**src/rtl/conv_pkg.sv**
```systemverilog
// Shared types and encodings for the conv_unit control slice.
package conv_pkg;

    typedef enum logic [2:0] {
        ST_CLEAR,
        ST_ISSUE,
        ST_GAP,
        ST_DRAIN,
        ST_CAPTURE,
        ST_SHIFT
    } ctrl_state_t;

    localparam logic [1:0] ASEL_HOLD  = 2'd0;
    localparam logic [1:0] ASEL_SHIFT = 2'd1;
    localparam logic [1:0] ASEL_ZERO  = 2'd2;

    localparam logic TSEL_CHAIN   = 1'b0;
    localparam logic TSEL_CAPTURE = 1'b1;

endpackage

```
**src/rtl/conv_unit_ctrl_lat_counter.sv**
```systemverilog
// Loadable down-counter; done while the count sits at zero.
module lat_counter #(
    parameter int W = 4
) (
    input  logic         clk,
    input  logic         rst,
    input  logic         load,
    input  logic [W-1:0] load_val,
    input  logic         dec,
    output logic         done
);

    logic [W-1:0] cnt;

    always_ff @(posedge clk) begin
        if (rst) begin
            cnt <= '0;
        end else if (load) begin
            cnt <= load_val;
        end else if (dec && cnt != '0) begin
            cnt <= cnt - 1'b1;
        end
    end

    assign done = (cnt == '0);

endmodule

```
**src/rtl/conv_unit_ctrl.sv**
```systemverilog
// Issue/flush/capture/shift sequencer for one conv_unit row.
module conv_unit_ctrl
    import conv_pkg::*;
#(
    parameter int DATA_WIDTH = 16,
    parameter int MUL_LAT    = 6,
    parameter int ADD_LAT    = 11,
    parameter int SHIFT_LEN  = 3
) (
    input  logic                  clk,
    input  logic                  rst,
    input  logic [DATA_WIDTH-1:0] s_data,
    input  logic                  s_valid,
    input  logic                  s_last,
    output logic                  s_ready,
    input  logic                  m_ready,
    output logic                  m_valid,
    output logic [DATA_WIDTH-1:0] d_out,
    output logic                  dv_in,
    output logic                  MA_en,
    output logic [1:0]            A_sel,
    output logic                  T_en,
    output logic                  T_sel,
    output logic                  busy
);

    localparam int FLUSH = MUL_LAT + ADD_LAT;
    localparam int CMAX  = (FLUSH > SHIFT_LEN) ? FLUSH : SHIFT_LEN;
    localparam int CW    = $clog2(CMAX + 1);

    localparam logic [CW-1:0] LD_BOOT  = CW'(FLUSH - 2);
    localparam logic [CW-1:0] LD_FLUSH = CW'(FLUSH - 1);
    localparam logic [CW-1:0] LD_GAP   = CW'(ADD_LAT - 1);
    localparam logic [CW-1:0] LD_SHIFT = CW'(SHIFT_LEN - 1);

    ctrl_state_t   state;
    logic          boot;
    logic          t_cap;
    logic          hs;
    logic          beat;
    logic          cnt_load;
    logic          cnt_dec;
    logic [CW-1:0] cnt_val;
    logic          cnt_done;

    assign hs   = s_valid & s_ready;
    assign beat = m_valid & m_ready;
    assign T_en = t_cap | beat;

    // After reset the counter holds zero, so the first CLEAR cycle loads it.
    always_comb begin
        cnt_load = 1'b0;
        cnt_dec  = 1'b0;
        cnt_val  = '0;
        unique case (state)
            ST_CLEAR: begin
                cnt_load = boot;
                cnt_val  = LD_BOOT;
                cnt_dec  = ~boot;
            end
            ST_ISSUE: begin
                cnt_load = hs;
                cnt_val  = s_last ? LD_FLUSH : LD_GAP;
            end
            ST_GAP, ST_DRAIN: cnt_dec = 1'b1;
            ST_CAPTURE: begin
                cnt_load = 1'b1;
                cnt_val  = LD_SHIFT;
            end
            ST_SHIFT: begin
                cnt_load = beat & cnt_done;
                cnt_val  = LD_FLUSH;
                cnt_dec  = beat;
            end
            default: ;
        endcase
    end

    lat_counter #(
        .W(CW)
    ) u_cnt (
        .clk      (clk),
        .rst      (rst),
        .load     (cnt_load),
        .load_val (cnt_val),
        .dec      (cnt_dec),
        .done     (cnt_done)
    );

    always_ff @(posedge clk) begin
        if (rst) begin
            state   <= ST_CLEAR;
            boot    <= 1'b1;
            d_out   <= '0;
            dv_in   <= 1'b0;
            s_ready <= 1'b0;
            m_valid <= 1'b0;
            t_cap   <= 1'b0;
            T_sel   <= TSEL_CHAIN;
            A_sel   <= ASEL_ZERO;
            MA_en   <= 1'b1;
            busy    <= 1'b1;
        end else begin
            dv_in <= 1'b0;
            t_cap <= 1'b0;
            unique case (state)
                ST_CLEAR: begin
                    boot <= 1'b0;
                    if (cnt_done && !boot) begin
                        state   <= ST_ISSUE;
                        s_ready <= 1'b1;
                        A_sel   <= ASEL_SHIFT;
                        busy    <= 1'b0;
                    end
                end
                ST_ISSUE: begin
                    if (hs) begin
                        d_out   <= s_data;
                        dv_in   <= 1'b1;
                        s_ready <= 1'b0;
                        busy    <= 1'b1;
                        state   <= s_last ? ST_DRAIN : ST_GAP;
                    end
                end
                ST_GAP: begin
                    if (cnt_done) begin
                        state   <= ST_ISSUE;
                        s_ready <= 1'b1;
                        busy    <= 1'b0;
                    end
                end
                ST_DRAIN: begin
                    if (cnt_done) begin
                        state <= ST_CAPTURE;
                        MA_en <= 1'b0;
                        A_sel <= ASEL_HOLD;
                        t_cap <= 1'b1;
                        T_sel <= TSEL_CAPTURE;
                    end
                end
                ST_CAPTURE: begin
                    state   <= ST_SHIFT;
                    T_sel   <= TSEL_CHAIN;
                    m_valid <= 1'b1;
                end
                ST_SHIFT: begin
                    if (beat && cnt_done) begin
                        state   <= ST_CLEAR;
                        m_valid <= 1'b0;
                        MA_en   <= 1'b1;
                        A_sel   <= ASEL_ZERO;
                    end
                end
                default: state <= ST_CLEAR;
            endcase
        end
    end

endmodule

```
**config.mk**
```make
export PLATFORM = sky130hd
export DESIGN_NAME = conv_unit_ctrl
export DESIGN_NICKNAME = d
export VERILOG_FILES = /design/src/rtl/conv_pkg.sv /design/src/rtl/conv_unit_ctrl_lat_counter.sv /design/src/rtl/conv_unit_ctrl.sv
export SDC_FILE = /design/constraint.sdc
export NUM_CORES = 1
export LEC_CHECK = 0
export BUFFER_PORTS_ARGS = -buffer_cell sky130_fd_sc_hd__buf_4
export CAP_MARGIN = 20
export CORE_MARGIN = 10
export CORE_UTILIZATION = 30
export CTS_BUF_LIST = sky130_fd_sc_hd__clkbuf_4
export DETAILED_ROUTE_END_ITERATION = 10
export PLACE_DENSITY = 0.5
export SETUP_SLACK_MARGIN = 0.15
export SYNTH_ARGS = -nofsm -noshare
export SYNTH_HDL_FRONTEND = slang
export SYNTH_SLANG_ARGS = --single-unit
```
**constraint.sdc**
```tcl
create_clock -name clk -period 4.68 [get_ports clk]
set_clock_uncertainty 0.05 [all_clocks]
set_input_delay 0.234 -clock clk [delete_from_list [all_inputs] [get_ports clk]]
set_output_delay 0.234 -clock clk [all_outputs]
set_load 0.05 [all_outputs]
```
==> results of run 1 <==
## routing by layer
metal | up-vias | GRT usage (%)
met5 | - | 0
met4 | 0 | 3.39
li1 | 701 | -
met3 | 5 | 5.35
met2 | 28 | 16.3
met1 | 613 | 11.3
## cell families (layout without fill, tap and decap cells)
group	Yosys count	count (layout)	share of synthesized area, %
adders and majority gates	1	1	0.819
AOI/OAI and AO/OA	51	51	23.3
muxes	1	1	0.983
DFF	34	34	44.6
buffers and inverters	19	60	5.73
and+or+nand+nor	73	73	24.6
## sequential cells by signal, indices dropped and copies added, names as in the netlist
name and cells:
t_cap 1, busy 1, u_cnt.cnt 5, m_valid 1, A_sel 2, d_out 16, T_sel 1, boot 1
dv_in 1, MA_en 1, s_ready 1, state 3
## report_power, final
part / leakage [uW] / internal (uW) / switching (uW)
clock: 0.0000387 / 108 / 100
combinational: 0.000459 / 136 / 200
sequential: 0.000276 / 325 / 40.6
total: 0.000774 / 570 / 340
## stage by stage
| step | hold slack [ns] | area (sq um) | worst slack, ns |
|---|---|---|---|
| floorplan | 0.320 | 1530 | 2.85 |
| detailed placement | 0.391 | 1890 | 2.50 |
| global placement | 0.384 | 1890 | 2.58 |
| global route | 0.0559 | 1960 | 2.27 |
| finish | 0.0818 | 1960 | 2.53 |
| CTS | 0.0631 | 1960 | 2.49 |
## synthesized netlist by cell type (all sizes together) (2+ instances only)
library cell and number:
nand2 41, dfxtp 34, a21oi 25, nor2 11, inv 8, buf 6, o21ai 6, clkbuf 5
a211oi 4, or3 4, nand3b 3, a32oi 2, nand2b 2, nand4b 2, nor2b 2, nor3 2
o22ai 2, o32ai 2, or2 2
## worst register-to-register path: stages (launching register included)
cell and delay, ns:
dfxtp_1 0.65, nand3b_4 0.27, or3_1 0.54, o22ai_1 0.19, a2111oi_2 0.36
## final cells by class
type	count	share of cell area [%]
multi-input cells	126	38.7
flip-flops and latches	34	34.7
repair buffers	45	17.2
well taps	67	4.27
clock buffers	5	1.91
clock inverters	2	1.72
inverters	8	1.53
## worst max-delay path by stage
stage                                     end  cells after the start
finish                  state[0]$_SDFFE_PP0P_                      4
floorplan           u_cnt.cnt[0]$_SDFFE_PP0P_                      5
global placement        state[0]$_SDFFE_PP0P_                      4
global route            state[0]$_SDFFE_PP0P_                      4
detailed placement      state[0]$_SDFFE_PP0P_                      4
CTS                     state[0]$_SDFFE_PP0P_                      4
==> run metrics, run 1 <==
largest fanout on the critical path=19; Multi-input gate area=759 sq um; Skew-Pair Late Insertion Delay=0.33 ns; row count=25; Worst slew margin=53.0%; Synth area leaders=dfxtp_1 45%, nand2_1 10%, a21oi_1 7.9%, nor2_1 2.2%, inv_1 1.7%; commonest non-fill, non-tap cell in the layout=buf_4; library cells used by synthesis=47; critical path type=register to register; Synth top area share=44.6%; DP Cell Count=280; root buffer cell=clkbuf_4; total grt overflow=0; CP Capture Type=register; worst reg2reg endpoint=state[0]$_SDFFE_PP0P_; DR vias/cell=4.69; GP Congestion=0.765; Wirelength per Cell=14.1 microns; crit path DAT=2.35 ns; Detail Route Antenna Nets=0; CORE AREA=4820 sq um; Worst R2R Start=state[2]$_SDFFE_PP0P_; final-report setup violation count=0; total track usage=10.2%; Hold Path Sink=d_out[4]$_SDFFE_PP0P_; TritonCTS Buffers=5; Hold Path Depth=3; M1 wire length=1.83 mm; vias in the first global route=1,468; number of hold buffers added after CTS=0; outcome=completed; Mapped Avg Cell Area=8.53 sq um; FMAX=465 MHz; Starting Density=31.7%; Async S/R FF share, synth=0%; Gate Count Post-Synth=179; Syn Nets=201; Starting DRT DRC Count=140; post-synth top area cell=dfxtp_1; Crit path max-delay family=simple AND/OR/NAND/NOR gates; worst-case clock buffer depth=2; total chip power=910 uW; setup repair bufs after CTS=0; CP startpoint=state[2]$_SDFFE_PP0P_; Fill cells=516; Final min period=2.15 ns; Reg area=681 sq um; Final Util=40.8%; Die Y=91.4 microns; measured slew at the worst slew-check pin=0.704 ns; slowest cell delay on critical path=0.65 ns; area delta synth->final=28.5%; PortBufs=45; Critical Path Start Type=register; cells along the critical path=nand3b_4 -> or3_1 -> o22ai_1 -> a2111oi_2; Hold WC Path Type=input port to register; via count=1,347; hpwl dp=2.88 mm; Setup TNS=0 ns; drt total wl=4.04 mm; first-pass iteration count of the detailed router=4; drt drc=0; Slowest cell on crit path=dfxtp_1; setup slack, reg-to-reg=2.53 ns; largest net degree at the start of global routing=35; initial antenna violation count=0; Peak VDD IR=179 uV; Post-synth EDFFs=0; Max-Cap Viols=0; Post-Layout Cell Count=287; Ports=46; highest metal used=met4; die area=8350 sq um; Top FF cell, synth=dfxtp_1; final net count=242; Leak=0.000774 uW; WP buf/inv=0; clock slew at reported path FFs=0.11 ns; Power Dens Cells=463 nW/um^2; Final Hold Fails=0; crit share post-route=46.0%; first-pass GRT wire length=7.07 mm; worst path required time=4.87 ns; Antenna Cells=0; die width=91.4 microns; reg2reg path depth=4; share of layout cells above drive strength 1=29.5%; CTS Sinks=34; met2 WL=1.88 mm; min-delay src=s_data[4]; # resized after CTS=0; most frequent cells in the layout=45 x buf_4, 41 x nand2_1, 34 x dfxtp_1; Cell Area, Synth=1530 sq um; Yosys warning count=0; CTS tree=done; Slew Limit Fails=0; unrepaired setup endpoints after global routing=false; Seq/Total Area, Yosys=44.6%; CTS H-tree lvls=2; DR WL met3=286 microns; Synth Register Bits=34
Note: power is estimated with default switching activity, not from simulation.
==> run 2: changes to the inputs <==
Clock period 4.68 ns to 2.2 ns, I/O delays scaled along.
==> run metrics, run 2 (synthesis results as in run 1) <==
Critical Path Start Type=register (unchanged); total track usage=10.3% (was 10.2%); Leak=0.000883 uW (was 0.000774 uW); CORE AREA=4820 sq um (unchanged); Biggest register=d_out (unchanged); CTS tree=done (unchanged); Skew-Pair Late Insertion Delay=0.32 ns (was 0.33 ns); slowest cell delay on critical path=0.46 ns (was 0.65 ns); Setup TNS=0 ns (unchanged); leading registers by flop count=d_out: 16 flops, u_cnt.cnt: 5 flops, state: 3 flops (unchanged); CP Capture Type=register (unchanged); pre-CTS setup slack=0.382 ns (was 2.50 ns); min-delay src=rst (was s_data[4]); drt total wl=4.27 mm (was 4.04 mm); Die Y=91.4 microns (unchanged); Ports=46 (unchanged); critical path type=register to register (unchanged); setup slack, reg-to-reg=0.33 ns (was 2.53 ns); commonest non-fill, non-tap cell in the layout=buf_4 (unchanged); final net count=265 (was 242); share of layout cells above drive strength 1=30.3% (was 29.5%); total grt overflow=0 (unchanged); Worst slew margin=69.7% (was 53.0%); PortBufs=45 (unchanged); Final min period=1.87 ns (was 2.15 ns); via count=1,446 (was 1,347); vias in the first global route=1,453 (was 1,468); Largest register FFs=16 (unchanged); root buffer cell=clkbuf_4 (unchanged); number of hold buffers added after CTS=16 (was 0); Power Dens Cells=924 nW/um^2 (was 463 nW/um^2); worst-case clock buffer depth=2 (unchanged); Max-Cap Viols=0 (unchanged); Antenna Cells=0 (unchanged); DP Cell Count=287 (was 280); cells along the critical path=inv_1 -> ha_1 -> nand4b_1 -> a211oi_2 -> or2_1 -> o32ai_1 (was nand3b_4 -> or3_1 -> o22ai_1 -> a2111oi_2); clock slew at reported path FFs=0.11 ns (about the same); die width=91.4 microns (unchanged); FMAX=534 MHz (was 465 MHz); worst path required time=2.35 ns (was 4.87 ns); TritonCTS Buffers=5 (unchanged); worst setup margin=0.328 ns (was 2.53 ns); Wirelength per Cell=13.7 microns (was 14.1 microns); Fill cells=494 (was 516); initial antenna violation count=0 (unchanged); final-report setup violation count=0 (unchanged); setup repair bufs after CTS=0 (unchanged); Post-Layout Cell Count=311 (was 287); crit share post-route=85.1% (was 46.0%); Hold WC Path Type=input port to register (unchanged); Hold Path Depth=2 (was 3); Slowest cell on crit path=a211oi_2 (was dfxtp_1); measured slew at the worst slew-check pin=0.455 ns (was 0.704 ns); outcome=completed (unchanged); area delta synth->final=43.2% (was 28.5%); unrepaired setup endpoints after global routing=false (unchanged); Starting Density=31.7% (unchanged); Detail Route Antenna Nets=0 (unchanged); CTS H-tree lvls=2 (unchanged); CTS Sinks=34 (unchanged); Reg area=681 sq um (unchanged); most frequent cells in the layout=52 x buf_4, 41 x nand2_1, 34 x dfxtp_1 (was 45 x buf_4, 41 x nand2_1, 34 x dfxtp_1); total chip power=2020 uW (was 910 uW); Final Hold Fails=0 (unchanged); Starting DRT DRC Count=118 (was 140); first-pass GRT wire length=7.13 mm (was 7.07 mm); Peak VDD IR=368 uV (was 179 uV); first-pass iteration count of the detailed router=4 (unchanged); hpwl dp=3.01 mm (was 2.88 mm); crit path DAT=2.03 ns (was 2.35 ns); largest net degree at the start of global routing=35 (unchanged); Hold Path Sink=t_cap$_SDFF_PP0_ (was d_out[4]$_SDFFE_PP0P_); Multi-input gate area=759 sq um (unchanged); GP Congestion=0.762 (was 0.765); Hold WS=0.137 ns (was 0.0818 ns); row count=25 (unchanged); reg2reg path depth=6 (was 4); Slew Limit Fails=0 (unchanged); die area=8350 sq um (unchanged); Worst R2R Start=u_cnt.cnt[0]$_SDFFE_PP0P_ (was state[2]$_SDFFE_PP0P_); drt drc=0 (unchanged); # resized after CTS=0 (unchanged); DR vias/cell=4.65 (was 4.69); largest fanout on the critical path=6 (was 19); worst reg2reg endpoint=u_cnt.cnt[3]$_SDFFE_PP0P_ (was state[0]$_SDFFE_PP0P_)
-- run 2: worst max-delay path by stage --
stage	from	to	slack, ns	cells after the start
floorplan	s_ready$_SDFFE_PP0P_	u_cnt.cnt[0]$_SDFFE_PP0P_	0.37	5
global placement	u_cnt.cnt[0]$_SDFFE_PP0P_	u_cnt.cnt[3]$_SDFFE_PP0P_	0.34	6
detailed placement	u_cnt.cnt[0]$_SDFFE_PP0P_	u_cnt.cnt[3]$_SDFFE_PP0P_	0.38	6
CTS	u_cnt.cnt[0]$_SDFFE_PP0P_	u_cnt.cnt[3]$_SDFFE_PP0P_	0.33	6
global route	u_cnt.cnt[0]$_SDFFE_PP0P_	u_cnt.cnt[3]$_SDFFE_PP0P_	0.18	6
finish	u_cnt.cnt[0]$_SDFFE_PP0P_	u_cnt.cnt[3]$_SDFFE_PP0P_	0.33	6
-- run 2: cell type report --
class / count / share of cell area [%]
well taps: 67 / 3.83
flip-flops and latches: 34 / 31.1
multi-input cells: 126 / 34.7
clock buffers: 7 / 2.40
repair buffers: 68 / 25.2
inverters: 8 / 1.37
clock inverters: 1 / 1.37
-- run 2: through the flow --
stage               cell area (sq um)  util, %
floorplan                        1530        -
global placement                 1940     40.4
detailed placement               1940     40.4
CTS                              2190     45.4
global route                     2190     45.4
finish                           2190     45.4
-- run 2: worst max-delay path: cells and delay by family, from the launching register on --
kind | cells | cell delay, ns
buffers and inverters | 1 | 0.10
AOI/OAI and AO/OA | 2 | 0.56
and+or+nand+nor | 2 | 0.46
DFF | 1 | 0.31
adders and majority gates | 1 | 0.26
-- run 2: routing by layer --
| metal | GRT usage (%) | share of wire, % |
|---|---|---|
| met1 | 11.8 | 44 |
| met2 | 16.5 | 49 |
| met3 | 5.27 | 7.0 |
| met4 | 3.13 | 0.54 |
| met5 | 0 | 0 |
-- run 2: power breakdown --
group,switching (uW),internal [uW]
Sequential,78.5,692
Combinational,447,334
Clock,203,266
==> run 3: changes to the inputs <==
Settings changed: PLACE_DENSITY 0.5 to 0.52, SETUP_SLACK_MARGIN 0.15 to not set.
Clock period 2.2 ns to 1.5 ns, I/O delays scaled along.
==> run metrics, run 3 (synthesis results as in run 1) <==
outcome=finished, violations left (was completed); failing checks=setup timing; most frequent cells in the layout=75 x buf_4, 38 x nand2_1, 28 x dfxtp_1 (was 52 x buf_4, 41 x nand2_1, 34 x dfxtp_1); commonest non-fill, non-tap cell in the layout=buf_4 (unchanged); total grt overflow=0 (unchanged); final-report setup violation count=11 (was 0); DR vias/cell=4.61 (was 4.65); share of layout cells above drive strength 1=46.2% (was 30.3%); Ports=46 (unchanged); root buffer cell=clkbuf_4 (unchanged); CTS Sinks=34 (unchanged); drt drc=0 (unchanged); Worst slew margin=74.1% (was 69.7%); Wirelength per Cell=13.9 microns (was 13.7 microns); fin area=2540 sq um (was 2190 sq um); worst path required time=1.71 ns (was 2.35 ns); Antenna Cells=0 (unchanged); Leak=0.00103 uW (was 0.000883 uW); largest net degree at the start of global routing=35 (unchanged); switching power=1350 uW (was 729 uW); crit path DAT=1.87 ns (was 2.03 ns); CTS H-tree lvls=2 (unchanged); total track usage=10.9% (was 10.3%); initial antenna violation count=0 (unchanged); Comb power frac=53.2% (was 38.7%); leading registers by flop count=d_out: 16 flops, u_cnt.cnt: 5 flops, state: 3 flops (unchanged); Peak VDD IR=557 uV (was 368 uV); first-pass GRT wire length=7.62 mm (was 7.13 mm); die area=8350 sq um (unchanged); TritonCTS Buffers=5 (unchanged); CTS tree=done (unchanged); Starting Density=31.7% (unchanged); GP Congestion=0.782 (was 0.762); via count=1,568 (was 1,446); PortBufs=45 (unchanged); Slew Limit Fails=0 (unchanged); cells along the critical path=inv_2 -> ha_4 -> nand4b_1 -> a211oi_4 -> buf_6 -> a21oi_2 -> o32ai_2 (was inv_1 -> ha_1 -> nand4b_1 -> a211oi_2 -> or2_1 -> o32ai_1); unrepaired setup endpoints after global routing=true (was false); Detail Route Antenna Nets=0 (unchanged); Hold WC Path Type=input port to register (unchanged); largest fanout on the critical path=4 (was 6); dpl cell area=2120 sq um (was 1940 sq um); internal power=2140 uW (was 1290 uW); Starting DRT DRC Count=42 (was 118); DP Cell Count=308 (was 287); die width=91.4 microns (unchanged); vias in the first global route=1,568 (was 1,453); sw frac=38.7% (was 36.1%); Slowest cell on crit path=a211oi_4 (was a211oi_2); final net count=294 (was 265); crit share post-route=111% (was 85.1%); Power Dens Cells=1370 nW/um^2 (was 924 nW/um^2); area delta synth->final=66.6% (was 43.2%); Post-Layout Cell Count=340 (was 311); Final Hold Fails=0 (unchanged); hpwl dp=3.21 mm (was 3.01 mm); drt total wl=4.71 mm (was 4.27 mm); CP Capture Type=register (unchanged); Final min period=1.66 ns (was 1.87 ns); Critical Path Start Type=register (unchanged); Reg power frac=32.4% (was 38.1%); Largest register FFs=16 (unchanged); slowest cell delay on critical path=0.35 ns (was 0.46 ns); worst setup margin=-0.163 ns (was 0.328 ns); Clock power frac=14.4% (was 23.2%); critical path type=register to register (unchanged); FMAX=601 MHz (was 534 MHz); Die Y=91.4 microns (unchanged); clock slew at reported path FFs=0.11 ns (about the same); worst-case clock buffer depth=2 (unchanged); Max-Cap Viols=0 (unchanged); measured slew at the worst slew-check pin=0.388 ns (was 0.455 ns); CORE AREA=4820 sq um (unchanged); first-pass iteration count of the detailed router=4 (unchanged); Skew-Pair Late Insertion Delay=0.34 ns (was 0.32 ns); Biggest register=d_out (unchanged); row count=25 (unchanged)
-- run 3: timing repair --
item	4_1_cts	5_1_grt
pin swaps	6	11
hold endpoints to repair	16	0
resized for setup	12	21
endpoints found under the setup margin	11	23
hold buffers	16	0
buffers inserted	4	5
-- run 3: layer usage --
metal / vias up / part of all wire (%) / GRT usage (%)
met3: 7 / 4.0 / 3.29
met1: 728 / 43 / 12.7
met4: 0 / 1.3 / 4.18
met2: 26 / 51 / 18.3
li1: 807 / - / -
met5: - / 0 / 0
-- run 3: worst max-delay path: cells and delay by family (launching register included) --
family	cells	cell delay (ns)
AOI/OAI and AO/OA	3	0.65
adders and majority gates	1	0.14
buffers and inverters	2	0.22
DFF	1	0.34
and+or+nand+nor	1	0.18
-- run 3: worst paths after layout --
| kind | start | endpoint | slack, ns | depth (start not counted) |
|---|---|---|---|---|
| worst max register to register | u_cnt.cnt[1]$_SDFFE_PP0P_ | u_cnt.cnt[3]$_SDFFE_PP0P_ | -0.16 | 7 |
| worst min-delay path | m_ready | state[2]$_SDFFE_PP0P_ | 0.06 | 4 |
| worst min register to register | A_sel[1]$_SDFFE_PP1P_ | A_sel[1]$_SDFFE_PP1P_ | 0.41 | 2 |
| worst max-delay path | u_cnt.cnt[1]$_SDFFE_PP0P_ | u_cnt.cnt[3]$_SDFFE_PP0P_ | -0.16 | 7 |
-- run 3: stage by stage --
stage	setup WS [ns]	total power [uW]	hold slack (ns)	util, %	setup TNS (ns)
after floorplan	-0.0876	2000	0.161	-	-0.361
after global placement	-0.0852	2530	0.275	44.0	-0.490
after detailed placement	-0.123	2530	0.281	44.0	-0.702
after CTS	-0.0746	3220	0.0326	50.0	-0.525
after global routing	-0.282	3710	0.0544	52.8	-2.20
final	-0.163	3490	0.0601	52.8	-0.930
-- run 3: layout make-up --
class                      count  area, sq um
timing repair buffer          97          791
multi-input combinational    126          891
tap                           67         83.8
clock buffer                   5         37.5
inverter                       8         30.0
fill                         499         2270
sequential                    34          696
clock inverter                 3         16.3
-- run 3: power by group through the flow --
| stage | clock network [uW] | registers [uW] | logic (uW) |
|---|---|---|---|
| after floorplan | 0 | 1290 | 712 |
| after global placement | 0 | 1140 | 1390 |
| after detailed placement | 0 | 1140 | 1390 |
| after CTS | 531 | 1130 | 1560 |
| after global routing | 566 | 1140 | 2000 |
| final | 504 | 1130 | 1850 |
